**src/rtl/hazard_fwd_ctrl_pkg.sv**
```systemverilog
// Shared constants and slot types for the 5-stage pipeline hazard/forwarding controller.
package hazard_fwd_ctrl_pkg;

   localparam int REG_AW = 5;
   localparam int TW     = 2;

   localparam logic [TW-1:0] TUSE_NONE = 2'd3;

   typedef enum logic [1:0] {
      FWD_RF = 2'b00,
      FWD_M  = 2'b01,
      FWD_W  = 2'b10,
      FWD_E  = 2'b11
   } fwd_sel_e;

   typedef struct packed {
      logic [REG_AW-1:0] dst;
      logic [TW-1:0]     tnew;
      logic [REG_AW-1:0] rs;
      logic [REG_AW-1:0] rt;
   } e_slot_t;

   typedef struct packed {
      logic [REG_AW-1:0] dst;
      logic [TW-1:0]     tnew;
      logic [REG_AW-1:0] rt;
   } m_slot_t;

   function automatic logic [TW-1:0] dec_sat(input logic [TW-1:0] t);
      return (t == '0) ? '0 : t - 1'b1;
   endfunction

endpackage

```
**src/rtl/hazard_fwd_ctrl_src_sel.sv**
```systemverilog
// Per-operand priority matcher: youngest in-flight writer wins, a not-yet-ready
// younger writer blocks older sources and requests a stall.
module hzd_src_sel
   import hazard_fwd_ctrl_pkg::*;
(
   input  logic [REG_AW-1:0] src,
   input  logic [TW-1:0]     tuse,
   input  logic [REG_AW-1:0] e_dst,
   input  logic [TW-1:0]     e_tnew,
   input  logic [REG_AW-1:0] m_dst,
   input  logic [TW-1:0]     m_tnew,
   input  logic [REG_AW-1:0] w_dst,
   output logic              stall_req,
   output logic [1:0]        sel
);

   logic hit_e, hit_m, hit_w;

   always_comb begin
      hit_e = (src != '0) && (src == e_dst);
      hit_m = (src != '0) && (src == m_dst);
      hit_w = (src != '0) && (src == w_dst);
   end

   // NOTE: every output gets a default first so no path leaves it unassigned (no latch).
   always_comb begin
      stall_req = 1'b0;
      sel       = FWD_RF;
      if (tuse != TUSE_NONE)
         stall_req = (hit_e && (e_tnew > tuse)) || (hit_m && (m_tnew > tuse));
      if (hit_e) begin
         if (e_tnew == '0) sel = FWD_E;
      end else if (hit_m) begin
         if (m_tnew == '0) sel = FWD_M;
      end else if (hit_w) begin
         sel = FWD_W;
      end
   end

endmodule

```
**src/rtl/hazard_fwd_ctrl.sv**
```systemverilog
// Hazard/forwarding controller: holds E/M/W writer slots, drives forward selects and D stall.
// Optional feature macro: HZD_MDU_BUSY_EN (multiply/divide unit busy stall).
module hazard_fwd_ctrl
   import hazard_fwd_ctrl_pkg::*;
(
   input  logic              clk,
   input  logic              reset_n,
   input  logic              flush,
   input  logic [REG_AW-1:0] d_rs,
   input  logic [REG_AW-1:0] d_rt,
   input  logic [TW-1:0]     d_tuse_rs,
   input  logic [TW-1:0]     d_tuse_rt,
   input  logic [REG_AW-1:0] d_dst,
   input  logic [TW-1:0]     d_tnew,
`ifdef HZD_MDU_BUSY_EN
   input  logic              d_uses_md,
   input  logic              e_md_start,
   input  logic              md_busy,
`endif
   output logic              stall,
   output logic [1:0]        fwd_rs_d,
   output logic [1:0]        fwd_rt_d,
   output logic [1:0]        fwd_rs_e,
   output logic [1:0]        fwd_rt_e,
   output logic              fwd_rt_m
);

   e_slot_t           e_q;
   m_slot_t           m_q;
   logic [REG_AW-1:0] w_dst_q;

   logic       stall_rs, stall_rt;
   logic [1:0] e_stall_unused;

   hzd_src_sel u_d_rs (
      .src(d_rs), .tuse(d_tuse_rs),
      .e_dst(e_q.dst), .e_tnew(e_q.tnew),
      .m_dst(m_q.dst), .m_tnew(m_q.tnew), .w_dst(w_dst_q),
      .stall_req(stall_rs), .sel(fwd_rs_d)
   );

   hzd_src_sel u_d_rt (
      .src(d_rt), .tuse(d_tuse_rt),
      .e_dst(e_q.dst), .e_tnew(e_q.tnew),
      .m_dst(m_q.dst), .m_tnew(m_q.tnew), .w_dst(w_dst_q),
      .stall_req(stall_rt), .sel(fwd_rt_d)
   );

   // E-stage operands only look at older writers, so the E source is tied off.
   hzd_src_sel u_e_rs (
      .src(e_q.rs), .tuse(TUSE_NONE),
      .e_dst('0), .e_tnew('0),
      .m_dst(m_q.dst), .m_tnew(m_q.tnew), .w_dst(w_dst_q),
      .stall_req(e_stall_unused[0]), .sel(fwd_rs_e)
   );

   hzd_src_sel u_e_rt (
      .src(e_q.rt), .tuse(TUSE_NONE),
      .e_dst('0), .e_tnew('0),
      .m_dst(m_q.dst), .m_tnew(m_q.tnew), .w_dst(w_dst_q),
      .stall_req(e_stall_unused[1]), .sel(fwd_rt_e)
   );

   always_comb begin
      stall = stall_rs | stall_rt;
`ifdef HZD_MDU_BUSY_EN
      stall = stall | (d_uses_md & (md_busy | e_md_start));
`endif
   end

   assign fwd_rt_m = (m_q.rt != '0) && (m_q.rt == w_dst_q);

   // NOTE: sequential state uses non-blocking assignments so every slot shifts on the same edge.
   always_ff @(posedge clk or negedge reset_n) begin
      if (!reset_n) begin
         e_q     <= '0;
         m_q     <= '0;
         w_dst_q <= '0;
      end else if (flush) begin
         e_q     <= '0;
         m_q     <= '0;
         w_dst_q <= '0;
      end else begin
         w_dst_q <= m_q.dst;
         m_q     <= '{dst: e_q.dst, tnew: dec_sat(e_q.tnew), rt: e_q.rt};
         if (stall)
            e_q <= '0;
         else
            e_q <= '{dst: d_dst, tnew: d_tnew, rs: d_rs, rt: d_rt};
      end
   end

endmodule

```
**config.mk**
```make
export PLATFORM = sky130hd
export DESIGN_NAME = hazard_fwd_ctrl
export DESIGN_NICKNAME = d
export VERILOG_FILES = /design/src/rtl/hazard_fwd_ctrl_pkg.sv /design/src/rtl/hazard_fwd_ctrl_src_sel.sv /design/src/rtl/hazard_fwd_ctrl.sv
export SDC_FILE = /design/constraint.sdc
export NUM_CORES = 1
export LEC_CHECK = 0
export BUFFER_PORTS_ARGS = -buffer_cell sky130_fd_sc_hd__clkbuf_2
export CORE_AREA = 3 3 74 76
export DETAILED_ROUTE_END_ITERATION = 10
export DIE_AREA = 0 0 77 79
export HOLD_SLACK_MARGIN = 0.05
export PLACE_DENSITY_LB_ADDON = 0.1
export SLEW_MARGIN = 20
export SYNTH_ARGS = -nofsm -noshare
export SYNTH_HDL_FRONTEND = slang
export SYNTH_SLANG_ARGS = --single-unit
export TNS_END_PERCENT = 100
```
**constraint.sdc**
```tcl
create_clock -name clk -period 2.02 [get_ports clk]
set_clock_uncertainty 0.2 [all_clocks]
set_input_delay 0.101 -clock clk [delete_from_list [all_inputs] [get_ports clk]]
set_output_delay 0.101 -clock clk [all_outputs]
set_load 0.005 [all_outputs]
```
### Yosys cells after proc, flatten, opt, wreduce, memory -nomap -nowiden

Index checks and enable logic that the tools add are counted.
W data, S select, Z words.

* flip-flop bits (word level): 34
* input port bits: 24
* output and inout port bits: 10
* logic and storage cells: 76

* add/subtract/negate cells: 1
* magnitude comparators: 4
* equality and inequality tests: 13
* multiplexer cells: 21
* bitwise logic cells: 1
* reductions and logical operators: 28

Operators by type and width (number)
* $eq A5 B5 Y1: 11
* $mux W17: 2
* $mux W2: 14
* $reduce_bool A5 Y1: 5
* $logic_and A1 B1 Y1: 17
* $mux W12: 1
* $logic_not A5 Y1: 2
* $gt A2 B2 Y1: 4
* $mux W5: 1
* $logic_not A2 Y1: 2
* $ne A2 B2 Y1 const B: 2
* $mux W1: 3
* $logic_or A1 B1 Y1: 2
* $sub A2 B1 Y2 const B: 1
* $or A1 B1 Y1: 1

### Logic depth before layout (Yosys ltp)

Gate-level depths: netlist of the first run.

* depth after elaboration: 8
* gate-level depth with buffers: 8
* depth with buffers taken out: 6

### Hierarchy

From an unflattened synthesis of the first run, not the netlist that was laid out.

* cells, all modules: 263
* area total of the unflattened synthesis: 2632.5 µm²

Modules (own cells, without submodules)
* hzd_src_sel: times used 4, cells an instance 45, area an instance 360.3 µm², sequential area each 0.0 µm²
* hazard_fwd_ctrl: times used 1, cells an instance 83, area an instance 1191.1 µm², sequential area each 850.8 µm²

### Least setup slack after synthesis of the first run

OpenSTA, ideal clock, no wires.

* path type: register -> register
* start: reg e_q[11] (netlist name)
* end: reg e_q[10] (netlist name)
* setup time: 131 ps
* arrival: 1829 ps
* data required time: 1689 ps
* path slack: -140 ps
* stages on the path, launching flop included: 7
* buffers on the path: 1
* clock period less this slack: 2160 ps
* cells stage by stage: dfrtp_1 ha_1 a22oi_1 o21ai_0 nor3_1 buf_2 nor4_2

* cells in the longest elaborated chain, start to end: 7
* elaborated cells on any way between the ends: 11
* classes of those cells: order compare: 2; mux: 4; bitwise: 1; reduce/logical: 4

RTL lines
* from (decl): RTL line hazard_fwd_ctrl.sv:28 `e_slot_t e_q;`
* from (signal assigned): RTL line hazard_fwd_ctrl.sv:89 `e_q <= '{dst: d_dst, tnew: d_tnew, rs: d_rs, rt: d_rt};`
* $gt A2 B2 Y1: RTL line hazard_fwd_ctrl_src_sel.sv:30 `stall_req = (hit_e && (e_tnew > tuse)) || (hit_m && (m_tnew > tuse));`
* $logic_and A1 B1 Y1: RTL line hazard_fwd_ctrl_src_sel.sv:30
* $logic_or A1 B1 Y1: RTL line hazard_fwd_ctrl_src_sel.sv:30
* $mux W1: RTL line hazard_fwd_ctrl_src_sel.sv:29 `if (tuse != TUSE_NONE)`
* $or A1 B1 Y1 *: RTL line hazard_fwd_ctrl.sv:65 `stall = stall_rs | stall_rt;`
* $mux W17 *: RTL line hazard_fwd_ctrl.sv:86 `if (stall)`
* $mux W17 *: RTL line hazard_fwd_ctrl.sv:79 `end else if (flush) begin`

Mark *: on every way between the ends. The rest lies on a longest branch, timed or not.

### Final worst setup path of the first run

* start: reg e_q[11] (netlist name)
* end: out stall

* cells in the longest elaborated chain, start to end: 5
* elaborated cells on any way between the ends: 9
* classes of those cells: order compare: 2; mux: 2; bitwise: 1; reduce/logical: 4

RTL lines
* $gt A2 B2 Y1: RTL line hazard_fwd_ctrl_src_sel.sv:30
* $logic_and A1 B1 Y1: RTL line hazard_fwd_ctrl_src_sel.sv:30
* $logic_or A1 B1 Y1: RTL line hazard_fwd_ctrl_src_sel.sv:30
* $mux W1: RTL line hazard_fwd_ctrl_src_sel.sv:29
* $or A1 B1 Y1 *: RTL line hazard_fwd_ctrl.sv:65
* to (decl): RTL line hazard_fwd_ctrl.sv:20 `output logic stall,`

Marks and branches as above.

==> impl_results.md, run 1 <==
* Diode count at 0
* Starting Density at 52.55%
* Switch Pwr at 595.2 µW
* Die area at 6083 µm²
* Reg2reg start: e_q[11]
* Antenna Nets Post-Route at 0
* Max Cap Violations at 0
* Largest net degree at the start of global routing at 35
* Max-slew headroom at 53.24%
* Worst setup path startpoint: e_q[11]
* Placed Area at 2889 µm²
* Total power at 1855 µW
* Core Box Area at 4786 µm²
* Switching share of power at 32.08%
* Delay of the slowest critical-path stage at 0.52 ns
* # rows at 25
* Fin crit period at 2.317 ns
* Synthesized flop and latch total at 34
* Yosys cell types at 34
* Failing checks: negative setup slack
* Dpl cells at 367
* Global placer's final weighted congestion at 0.9006
* Vias in the first global route at 2,415
* Die X at 77 µm
* RSZ-0062 raised after global routing: yes
* Fin cells at 405
* Sequential fraction of the synthesis area at 33.83%
* Initial DRC Count at 122
* Worst path cell trace: ha_1 > nor2b_4 > o21ai_2 > nor3_2 > or4_4 > buf_6
* Number of synthesized flops with an enable pin at 0
* Critical Path End Type: output port
* Worst skew pair latency at 0.30 ns
* Vias per std cell at 5.798
* CP Max Fanout at 2
* Worst path slowest cell: or4_4
* Drt wl/cell at 19.06 µm
* Layout cells sized above 1 at 49.11%
* Fmax at 0.4315 GHz
* I/O pin count at 34
* DR pass1 iterations at 4
* Worst setup path category: flip-flop to output port
* Final-report hold violation count at 0
* Async S/R FF share, synth at 100.0%
* Congestion Overflow GR at 0
* Area contributors post-synth: dfrtp_1, xnor2_1, nor2b_1, o41ai_1, xor2_1
* Worst setup slack after layout at -0.2974 ns
* Cell-internal power at 1260 µW
* Total CTS buffers at 5
* Synth Flop Type: dfrtp_1
* Root Driver: clkbuf_8
* Synthesized area per cell at 9.562 µm²
* Syn Nets at 295
* Clk slew on worst S/H paths at 0.08 ns
* DRC violations left at 0
* Fin. max-slew vios at 0
* Fin nets at 369
* Clock Power Share at 29.5%
* CP Launch Type: flip-flop
* Final core occ at 74.95%
* Leak at 0.001543 µW
* Cell taking the most area after synthesis: dfrtp_1
* Via count at 2,348
* Detailed placer's ending HPWL at 5015 µm
* Input/output buffers at 33
* Tcrit/Tclk final at 114.7%
* Max Buffers Root-to-Sink at 2
* Most common cell in the netlist: xnor2_1
* Worst-Margin Slew at 0.7014 ns
* Combinational Power Share at 29.6%
* Yosys warning total at 0
* Status: finished with violations
* Most frequent cells after synthesis: xnor2_1, nor2b_1, dfrtp_1
* Gr usage total at 25.24%
* Worst Hold Class: input pin to async pin
* Setup TNS at -1.710 ns
* CTS tree: yes
* Sequential share of power at 40.9%
* Pwr Density at 517.2 nW/µm²
* H-tree levels at 2
* First-pass GRT wire length at 11,980 µm
* Finished Cell Area at 3587 µm²
* Max rail drop VDD at 0.0002755 V
* Antenna violations before repair at 0
* CP Data Required Time at 1.72 ns
* Die Y at 79 µm
* # setup viols final at 23
* Sink Count at 34
* Mapped Area at 2515 µm²
* # fillers at 336
* Drt total wl at 7718 µm
* Synthesis-to-finish area growth at 42.64%
* Crit path DAT at 2.02 ns
* Cells after Synth at 263
* Synth top area share at 33.83%
-- worst max-delay path, delay by kind of cell (launching register included) --
| family | cells | cell delay, ns |
|---|---|---|
| flip-flops | 1 | 0.39 |
| AND/OR/NAND/NOR | 3 | 0.72 |
| buffers and inverters | 1 | 0.13 |
| adder cells (fa/ha/maj) | 1 | 0.31 |
| AO/OA/AOI/OAI | 1 | 0.16 |
-- cell usage in the layout (no fill, tap or decap), types with 2 or more instances in the layout --
master         netlist  layout
o21ai_2              0       3
xor2_2               0       3
a22oi_1              4       4
o41ai_1             18       6
dfrtp_1             34      26
nand2_1              4       3
nor3_1               7       3
inv_1                5       4
a2111oi_2            0       2
xnor2_2              0       8
dfrtp_2              0       8
o31ai_4              0       2
nor2_1               9       8
nor4_1              11      10
buf_2                4       6
xor2_1              17      14
o41ai_2              0      12
nor3b_1              2       2
clkbuf_8             0       6
ha_1                 8       6
or4_1                6       3
nor4_2              11      11
ha_4                 0       2
nand3_1              8       6
buf_6                2       5
nor3_2               0       4
nor2b_1             35      34
xnor2_1             37      29
buf_4                0      48
or4_4                1       4
dlygate4sd3_1        0       8
clkbuf_2             0      26
nand3_2              0       2
-- state kept, by name, summed over array words and instances, names as in the netlist --
name     flops
m_q         12
e_q         17
w_dst_q      5
-- through the flow --
stage	hold WS, ns	worst slack [ns]
finish	0.08158	-0.2974
global route	0.09868	-0.3663
CTS	0.08565	-0.2896
detailed placement	-0.1287	-0.07909
global placement	-0.1267	-0.06740
floorplan	-0.3946	0.06088
-- power groups by stage --
stage          logic, µW  clock network (µW)  registers [µW]
6_report             550                 547             758
3_3_place_gp         390                   0             767
4_1_cts              464                 554             754
2_1_floorplan        257                   0             747
5_1_grt              596                 584             763
3_5_place_dp         396                   0             768
-- worst paths after layout --
check | endpoint | slack (ns) | depth (start not counted)
max | stall | -0.30 | 6
min | m_q[9] | 0.08 | 2
max reg2reg | e_q[0] | -0.08 | 7
min reg2reg | m_q[7] | 0.37 | 1
max in group asynchronous | m_q[10] | 0.99 | 3
min in group clk | e_q[9] | 0.08 | 4
-- metal layers --
layer | GRT usage, % | part of all wire (%)
met5 | 0 | 0
met4 | 9.964 | 2.7
met3 | 4.308 | 5.0
met2 | 42.51 | 51
met1 | 32.47 | 41
-- cells by family after synthesis --
family	synth area share [%]
flops	33.83
fa+ha+maj	3.980
compound gates	10.65
mux	0.4477
xor+xnor	18.81
buf+inv	5.423
simple gates	26.87
-- what timing repair did --
action,CTS,global route
resized for setup,37,39
buffers inserted,9,14
pin swaps,9,19
hold buffers,8,0
endpoints found under the setup margin,9,26
hold endpoints to repair,41,0
-- final cells by class --
type | instances | area [µm²] | area share (%)
Clock inverter | 2 | 12.51 | 0.3488
Tap cell | 67 | 83.83 | 2.337
Multi-Input combinational cell | 198 | 1872 | 52.18
Clock buffer | 6 | 82.58 | 2.302
Timing Repair Buffer | 93 | 656.9 | 18.31
Inverter | 5 | 18.77 | 0.5232
Sequential cell | 34 | 860.8 | 24.00
(Power assumes the default switching activity.)
==> inputs of run 2 (changes only) <==
--- a/config.mk
+++ b/config.mk
@@ -6,11 +6,11 @@
 export NUM_CORES = 1
 export LEC_CHECK = 0
 export BUFFER_PORTS_ARGS = -buffer_cell sky130_fd_sc_hd__clkbuf_2
-export CORE_AREA = 3 3 74 76
+export CORE_AREA = 3 3 103 56
 export DETAILED_ROUTE_END_ITERATION = 10
-export DIE_AREA = 0 0 77 79
+export DIE_AREA = 0 0 106 59
 export HOLD_SLACK_MARGIN = 0.05
-export PLACE_DENSITY_LB_ADDON = 0.1
+export PLACE_DENSITY = 0.76
 export SLEW_MARGIN = 20
 export SYNTH_ARGS = -nofsm -noshare
 export SYNTH_HDL_FRONTEND = slang
==> run 2 against run 1 <==
  * The run still ends with negative setup slack left
  * Critical endpoint unchanged
  * Die area up 2.8%
  * Register-to-register slack worse by 0.24 ns
  * Worst hold slack better by 0.045 ns
  * Via count up 9.9%
  * Clock-buffer cell count down 1
  * Global-route usage up 1.6 points
  * First-iteration DRC count up 71%
  * Combinational power up 11%
  * Power up 16%
==> impl_results.md, run 2 (same netlist as run 1, synthesis figures left out) <==
* DRC violations left at 0 (unchanged)
* Worst Setup EP: stall
* Diode count at 0 (unchanged)
* # fillers at 295 (-12%)
* Fin crit period at 2.361 ns (+0.04315 ns)
* Worst setup path category: flip-flop to output port
* Most frequent cells in the layout: buf_4, nor2b_1, xnor2_1
* RSZ-0062 raised after global routing: yes
* Max-slew headroom at 43.85% (-9.4 points)
* WP depth at 6 (unchanged)
* Switch Pwr at 650.9 µW (+9.4%)
* I/O pin count at 34 (unchanged)
* Die X at 106 µm (+38%)
* Total CTS buffers at 5 (unchanged)
* Global placer's final weighted congestion at 0.9059 (+0.59%)
* Die area at 6254 µm² (+2.8%)
* Worst skew pair latency at 0.29 ns (about the same)
* Switching share of power at 30.31% (-1.8 points)
* Starting Density at 51.70% (-0.85 points)
* Vias per std cell at 6.420 (+11%)
* Final core occ at 77.11% (+2.2 points)
* Core Box Area at 4865 µm² (+1.6%)
* # setup viols final at 25 (+8.7%)
* Reg with most FFs: e_q
* Drt wl/cell at 23.08 µm (+21%)
* Placed Area at 2878 µm² (-0.39%)
* CP Data Required Time at 1.72 ns (about the same)
* Failing checks: negative setup slack
* Congestion Overflow GR at 0 (unchanged)
* Sink Count at 34 (unchanged)
* First-pass GRT wire length at 12,920 µm (+7.9%)
* # rows at 18 (-28%)
* Clk slew on worst S/H paths at 0.08 ns (about the same)
* Worst Hold Class: input pin to flip-flop
* R2R Path End: e_q[1]
* CTS tree: yes
* Input/output buffers at 33 (unchanged)
* Worst-Margin Slew at 0.8423 ns (+0.1409 ns)
* Fin nets at 363 (-1.6%)
* Pwr Density at 572.5 nW/µm² (+11%)
* Fin. max-slew vios at 0 (unchanged)
* Reg2reg start: m_q[6]
* Clock Power Share at 35.8% (+6.3 points)
* Worst path cell trace: ha_4 > nor2b_4 > o21ai_4 > nor4_4 > or4_4 > buf_6
* Worst setup path startpoint: m_q[6]
* Layout cells sized above 1 at 52.11% (+3.0 points)
* Antenna violations before repair at 0 (unchanged)
* Die Y at 59 µm (-25%)
* FF-to-FF setup slack at -0.32 ns (-0.24 ns)
* Combinational Power Share at 28.4% (-1.2 points)
* Final-report hold violation count at 0 (unchanged)
* Finished Cell Area at 3751 µm² (+4.6%)
* Via count at 2,581 (+9.9%)
* Synthesis-to-finish area growth at 49.15%
* Max Cap Violations at 0 (unchanged)
* Critical Path End Type: output port
* H-tree levels at 2 (unchanged)
* Largest net degree at the start of global routing at 35 (unchanged)
* Worst path slowest cell: or4_4
* Place WS at -0.1020 ns (-0.02288 ns)
* Tcrit/Tclk final at 116.9% (+2.1 points)
* Initial DRC Count at 209 (+71%)
* CP Launch Type: flip-flop
* Fin cells at 402 (-0.74%)
* Largest regs: e_q (17), m_q (12), w_dst_q (5)
* Cell-internal power at 1496 µW (+19%)
* CP Max Fanout at 3 (+1)
* CP delay by family, top: simple AND/OR/NAND/NOR gates
* Detailed placer's ending HPWL at 5027 µm (+0.24%)
* Root Driver: clkbuf_8
* Commonest non-fill, non-tap cell in the layout: buf_4
* Antenna Nets Post-Route at 0 (unchanged)
* Leak at 0.001543 µW (about the same)
* Fmax at 0.4236 GHz (-1.8%)
* Max Buffers Root-to-Sink at 2 (unchanged)
* Sequential share of power at 35.8% (-5.1 points)
* Max reg flops at 17 (unchanged)
* Delay of the slowest critical-path stage at 0.57 ns (+0.05 ns)
* DR pass1 iterations at 7 (+3)
* Bufs and invs on worst path at 1 (unchanged)
* Crit path DAT at 2.06 ns (+0.04 ns)
* FF-to-FF path depth at 7 (unchanged)
* Max rail drop VDD at 0.0004217 V (+53%)
* Drt total wl at 9278 µm (+20%)
* Worst setup slack after layout at -0.3405 ns (-0.04315 ns)
* Vias in the first global route at 2,565 (+6.2%)
* Status: finished with violations
* Gr usage total at 26.83% (+1.6 points)
* Dpl cells at 368 (+0.27%)
-- run 2: layer usage --
| layer | track usage [%] | part of all wire, % |
|---|---|---|
| met1 | 31.66 | 39 |
| met3 | 5.005 | 8.2 |
| met5 | 0 | 0 |
| met2 | 48.91 | 48 |
| met4 | 12.18 | 5.2 |
-- run 2: final cells by class --
| type | instances | area (µm²) | area share [%] |
|---|---|---|---|
| clock buffer | 5 | 68.82 | 1.835 |
| clock inverter | 3 | 68.82 | 1.835 |
| inverter | 5 | 18.77 | 0.5003 |
| multi-input combinational | 198 | 2017 | 53.77 |
| sequential | 34 | 864.6 | 23.05 |
| tap | 70 | 87.58 | 2.335 |
| timing repair buffer | 87 | 625.6 | 16.68 |
-- run 2: how the worst min path moves through the flow --
stage | cells after the start | slack [ns] | end | start
global placement | 1 | 0.02 | m_q[0] | reset_n
floorplan | 0 | -0.39 | e_q[0] | reset_n
detailed placement | 1 | 0.04 | m_q[0] | reset_n
finish | 5 | 0.13 | e_q[6] | d_rs[1]
CTS | 5 | 0.10 | e_q[5] | d_rs[0]
global route | 5 | 0.13 | e_q[3] | d_rt[3]
-- run 2: what timing repair did --
item | 4_1_cts | 5_1_grt
setup endpoints to repair | 9 | 26
gates resized for setup | 54 | 43
gates cloned | 0 | 0
hold buffers | 10 | 0
setup buffers | 6 | 10
pin swaps | 19 | 20
hold endpoints to repair | 43 | 0
-- run 2: worst register-to-register path, cell delays in order (launching register included) --
cell,delay [ns]
dfrtp_1,0.43
ha_1,0.30
buf_4,0.14
a22oi_1,0.20
o21ai_2,0.12
buf_4,0.24
o41ai_1,0.47
nor4_1,0.11
-- run 2: power groups by stage --
stage	Sequential (µW)	Clock (µW)	Combinational, µW
2_1_floorplan	747	0	257
3_3_place_gp	765	0	377
3_5_place_dp	768	0	397
4_1_cts	758	763	496
5_1_grt	772	793	642
6_report	768	769	610
-- run 2: stage by stage --
stage | TNS [ns] | hold slack, ns | total power, µW
floorplan | 0 | -0.3946 | 1004
global placement | -0.02993 | 0.02267 | 1141
detailed placement | -0.1605 | 0.04067 | 1165
CTS | -0.9522 | 0.1019 | 2017
global route | -7.290 | 0.1339 | 2208
finish | -5.466 | 0.1267 | 2147
==> inputs of run 3 (changes only) <==
--- a/config.mk
+++ b/config.mk
@@ -6,11 +6,12 @@
 export NUM_CORES = 1
 export LEC_CHECK = 0
 export BUFFER_PORTS_ARGS = -buffer_cell sky130_fd_sc_hd__clkbuf_2
-export CORE_AREA = 3 3 103 56
+export CORE_AREA = 3 3 57 98
 export DETAILED_ROUTE_END_ITERATION = 10
-export DIE_AREA = 0 0 106 59
+export DIE_AREA = 0 0 60 101
 export HOLD_SLACK_MARGIN = 0.05
 export PLACE_DENSITY = 0.76
+export SETUP_SLACK_MARGIN = 0.5
 export SLEW_MARGIN = 20
 export SYNTH_ARGS = -nofsm -noshare
 export SYNTH_HDL_FRONTEND = slang
==> run 3 against run 2 <==
  * The run still ends with negative setup slack left
  * Global-route usage grew 4.5 points
  * Power grew 9.3%
  * Routed wire length grew 24%
  * Via count is 6.0% higher
  * Critical path depth is 1 higher
  * Non-clock buffer count is 21 higher
  * Register-to-register slack better by 0.22 ns
==> impl_results.md, run 3 (same netlist as run 1, synthesis figures left out) <==
* Status: finished with violations
* Failing checks: negative setup slack
* CTS tree: yes
* Input/output buffers at 33 (unchanged)
* Fin cells at 407 (+1.2%)
* Clk slew on worst S/H paths at 0.08 ns (about the same)
* Crit path DAT at 2.06 ns (about the same)
* Commonest non-fill, non-tap cell in the layout: buf_4
* # rows at 34 (+16)
* Global placer's final weighted congestion at 0.9342 (+3.1%)
* Detailed placer's ending HPWL at 5164 µm (+2.7%)
* Pwr Density at 541.8 nW/µm² (-5.4%)
* Die X at 60 µm (-43%)
* DR pass1 iterations at 4 (-3)
* First-pass GRT wire length at 13,960 µm (+8.0%)
* Dpl cells at 357 (-3.0%)
* DRC violations left at 0 (unchanged)
* Hold_ws at 0.1417 ns (+0.01502 ns)
* Drt total wl at 11,540 µm (+24%)
* Max Cap Violations at 0 (unchanged)
* Worst skew pair latency at 0.30 ns (about the same)
* Vias per std cell at 6.722 (+4.7%)
* Diode count at 0 (unchanged)
* Largest regs: e_q (17), m_q (12), w_dst_q (5)
* Max-slew headroom at 49.86% (+6.0 points)
* Synthesis-to-finish area growth at 72.19%
* Gr usage total at 31.34% (+4.5 points)
* H-tree levels at 2 (unchanged)
* Root Driver: clkbuf_8
* Tcrit/Tclk final at 116.8% (about the same)
* Sink Count at 34 (unchanged)
* # setup viols final at 17 (-32%)
* Core Box Area at 4935 µm² (+1.4%)
* Final-report hold violation count at 0 (unchanged)
* CP Max Fanout at 3 (unchanged)
* Setup TNS at -1.530 ns (+3.935 ns)
* Max Buffers Root-to-Sink at 2 (unchanged)
* Fin crit period at 2.359 ns (-0.001953 ns)
* Antenna violations before repair at 0 (unchanged)
* Max rail drop VDD at 0.0006160 V (+46%)
* RSZ-0062 raised after global routing: yes
* Fin. max-slew vios at 0 (unchanged)
* Leak at 0.001811 µW (+17%)
* Max reg flops at 17 (unchanged)
* Most frequent cells in the layout: buf_4, nor2b_1, clkbuf_2
* Placed Area at 2915 µm² (+1.3%)
* Drt wl/cell at 28.35 µm (+23%)
* I/O pin count at 34 (unchanged)
* CP Data Required Time at 1.72 ns (about the same)
* Fmax at 0.4240 GHz (about the same)
* Largest net degree at the start of global routing at 35 (unchanged)
* CP Launch Type: flip-flop
* Finished Cell Area at 4330 µm² (+15%)
* Congestion Overflow GR at 0 (unchanged)
* Critical Path End Type: output port
* # fillers at 196 (-34%)
* Die area at 6060 µm² (-3.1%)
* Die Y at 101 µm (+71%)
* Antenna Nets Post-Route at 0 (unchanged)
* Starting Density at 50.96% (-0.73 points)
* Total CTS buffers at 5 (unchanged)
* Total power at 2346 µW (+9.3%)
* Worst setup slack after layout at -0.3386 ns (+0.001953 ns)
* Reg with most FFs: e_q
* Worst setup path category: flip-flop to output port
* Layout cells sized above 1 at 61.19% (+9.1 points)
* Vias in the first global route at 2,743 (+6.9%)
* Fin nets at 384 (+5.8%)
* Via count at 2,736 (+6.0%)
* Worst Hold Class: input pin to flip-flop
* Initial DRC Count at 215 (+2.9%)
* Worst-Margin Slew at 0.7521 ns (-0.09014 ns)
==> run 3: changes by cell type in the layout (fill, tap and decap cells not counted), moves of 3 or more <==
cell     before  now
xnor2_2       8   17
o41ai_2      14    4
buf_6         4   23
buf_4        40   37
xnor2_1      29   20
o41ai_4       0   14
a22oi_1       4    1
nor4_4        1    4
buf_12        1    5
o41ai_1       4    0
a22oi_2       0    3
==> run 3: cell type report <==
cell class	count	area (µm²)	area share, %
multi-input combinational	198	2331	53.83
clock buffer	5	68.82	1.589
tap	54	67.56	1.560
sequential	34	865.8	19.99
inverter	5	18.77	0.4334
clock inverter	3	68.82	1.589
timing repair buffer	108	909.6	21.01
==> run 3: power breakdown <==
part / internal, µW / switching, µW
Sequential: 714 / 56.0
Combinational: 370 / 410
Clock: 495 / 301
Total: 1580 / 767
==> run 3: final timing paths <==
path	start	endpoint	slack, ns	depth (start not counted)
setup / recovery	e_q[10]	stall	-0.34	7
hold / removal	d_rt[2]	e_q[2]	0.14	5
setup reg to reg	m_q[11]	e_q[5]	-0.10	7
hold reg to reg	e_q[10]	m_q[6]	0.37	2
max in group asynchronous	reset_n	w_dst_q[2]	1.03	3
min in group asynchronous	reset_n	w_dst_q[3]	0.23	3
==> run 3: metrics by stage <==
stage	utilization [%]	setup slack [ns]
floorplan	-	0.09595
global placement	59.08	-0.08035
detailed placement	59.08	-0.09624
CTS	74.42	-0.3064
global route	87.75	-0.3652
finish	87.75	-0.3386
==> run 3: timing repair <==
| item | CTS | global route |
|---|---|---|
| hold endpoints to repair | 42 | 0 |
| pin swaps | 24 | 25 |
| gates cloned | 0 | 1 |
| endpoints found under the setup margin | 27 | 27 |
| gates resized for setup | 80 | 89 |
| hold buffers | 9 | 0 |
| buffers inserted | 16 | 16 |
==> run 3: routing by layer <==
layer,wire (µm),global-route usage (%)
met1,3706,31.34
met2,6203,56.08
met3,747,7.051
met4,881,18.60
met5,0,0
==> run 3: worst max-delay path: stages, from the launching register on <==
cell      delay, ns
dfrtp_1        0.40
inv_2          0.09
ha_1           0.15
inv_1          0.06
a21oi_2        0.16
and4b_4        0.22
or4_4          0.54
clkbuf_2       0.14
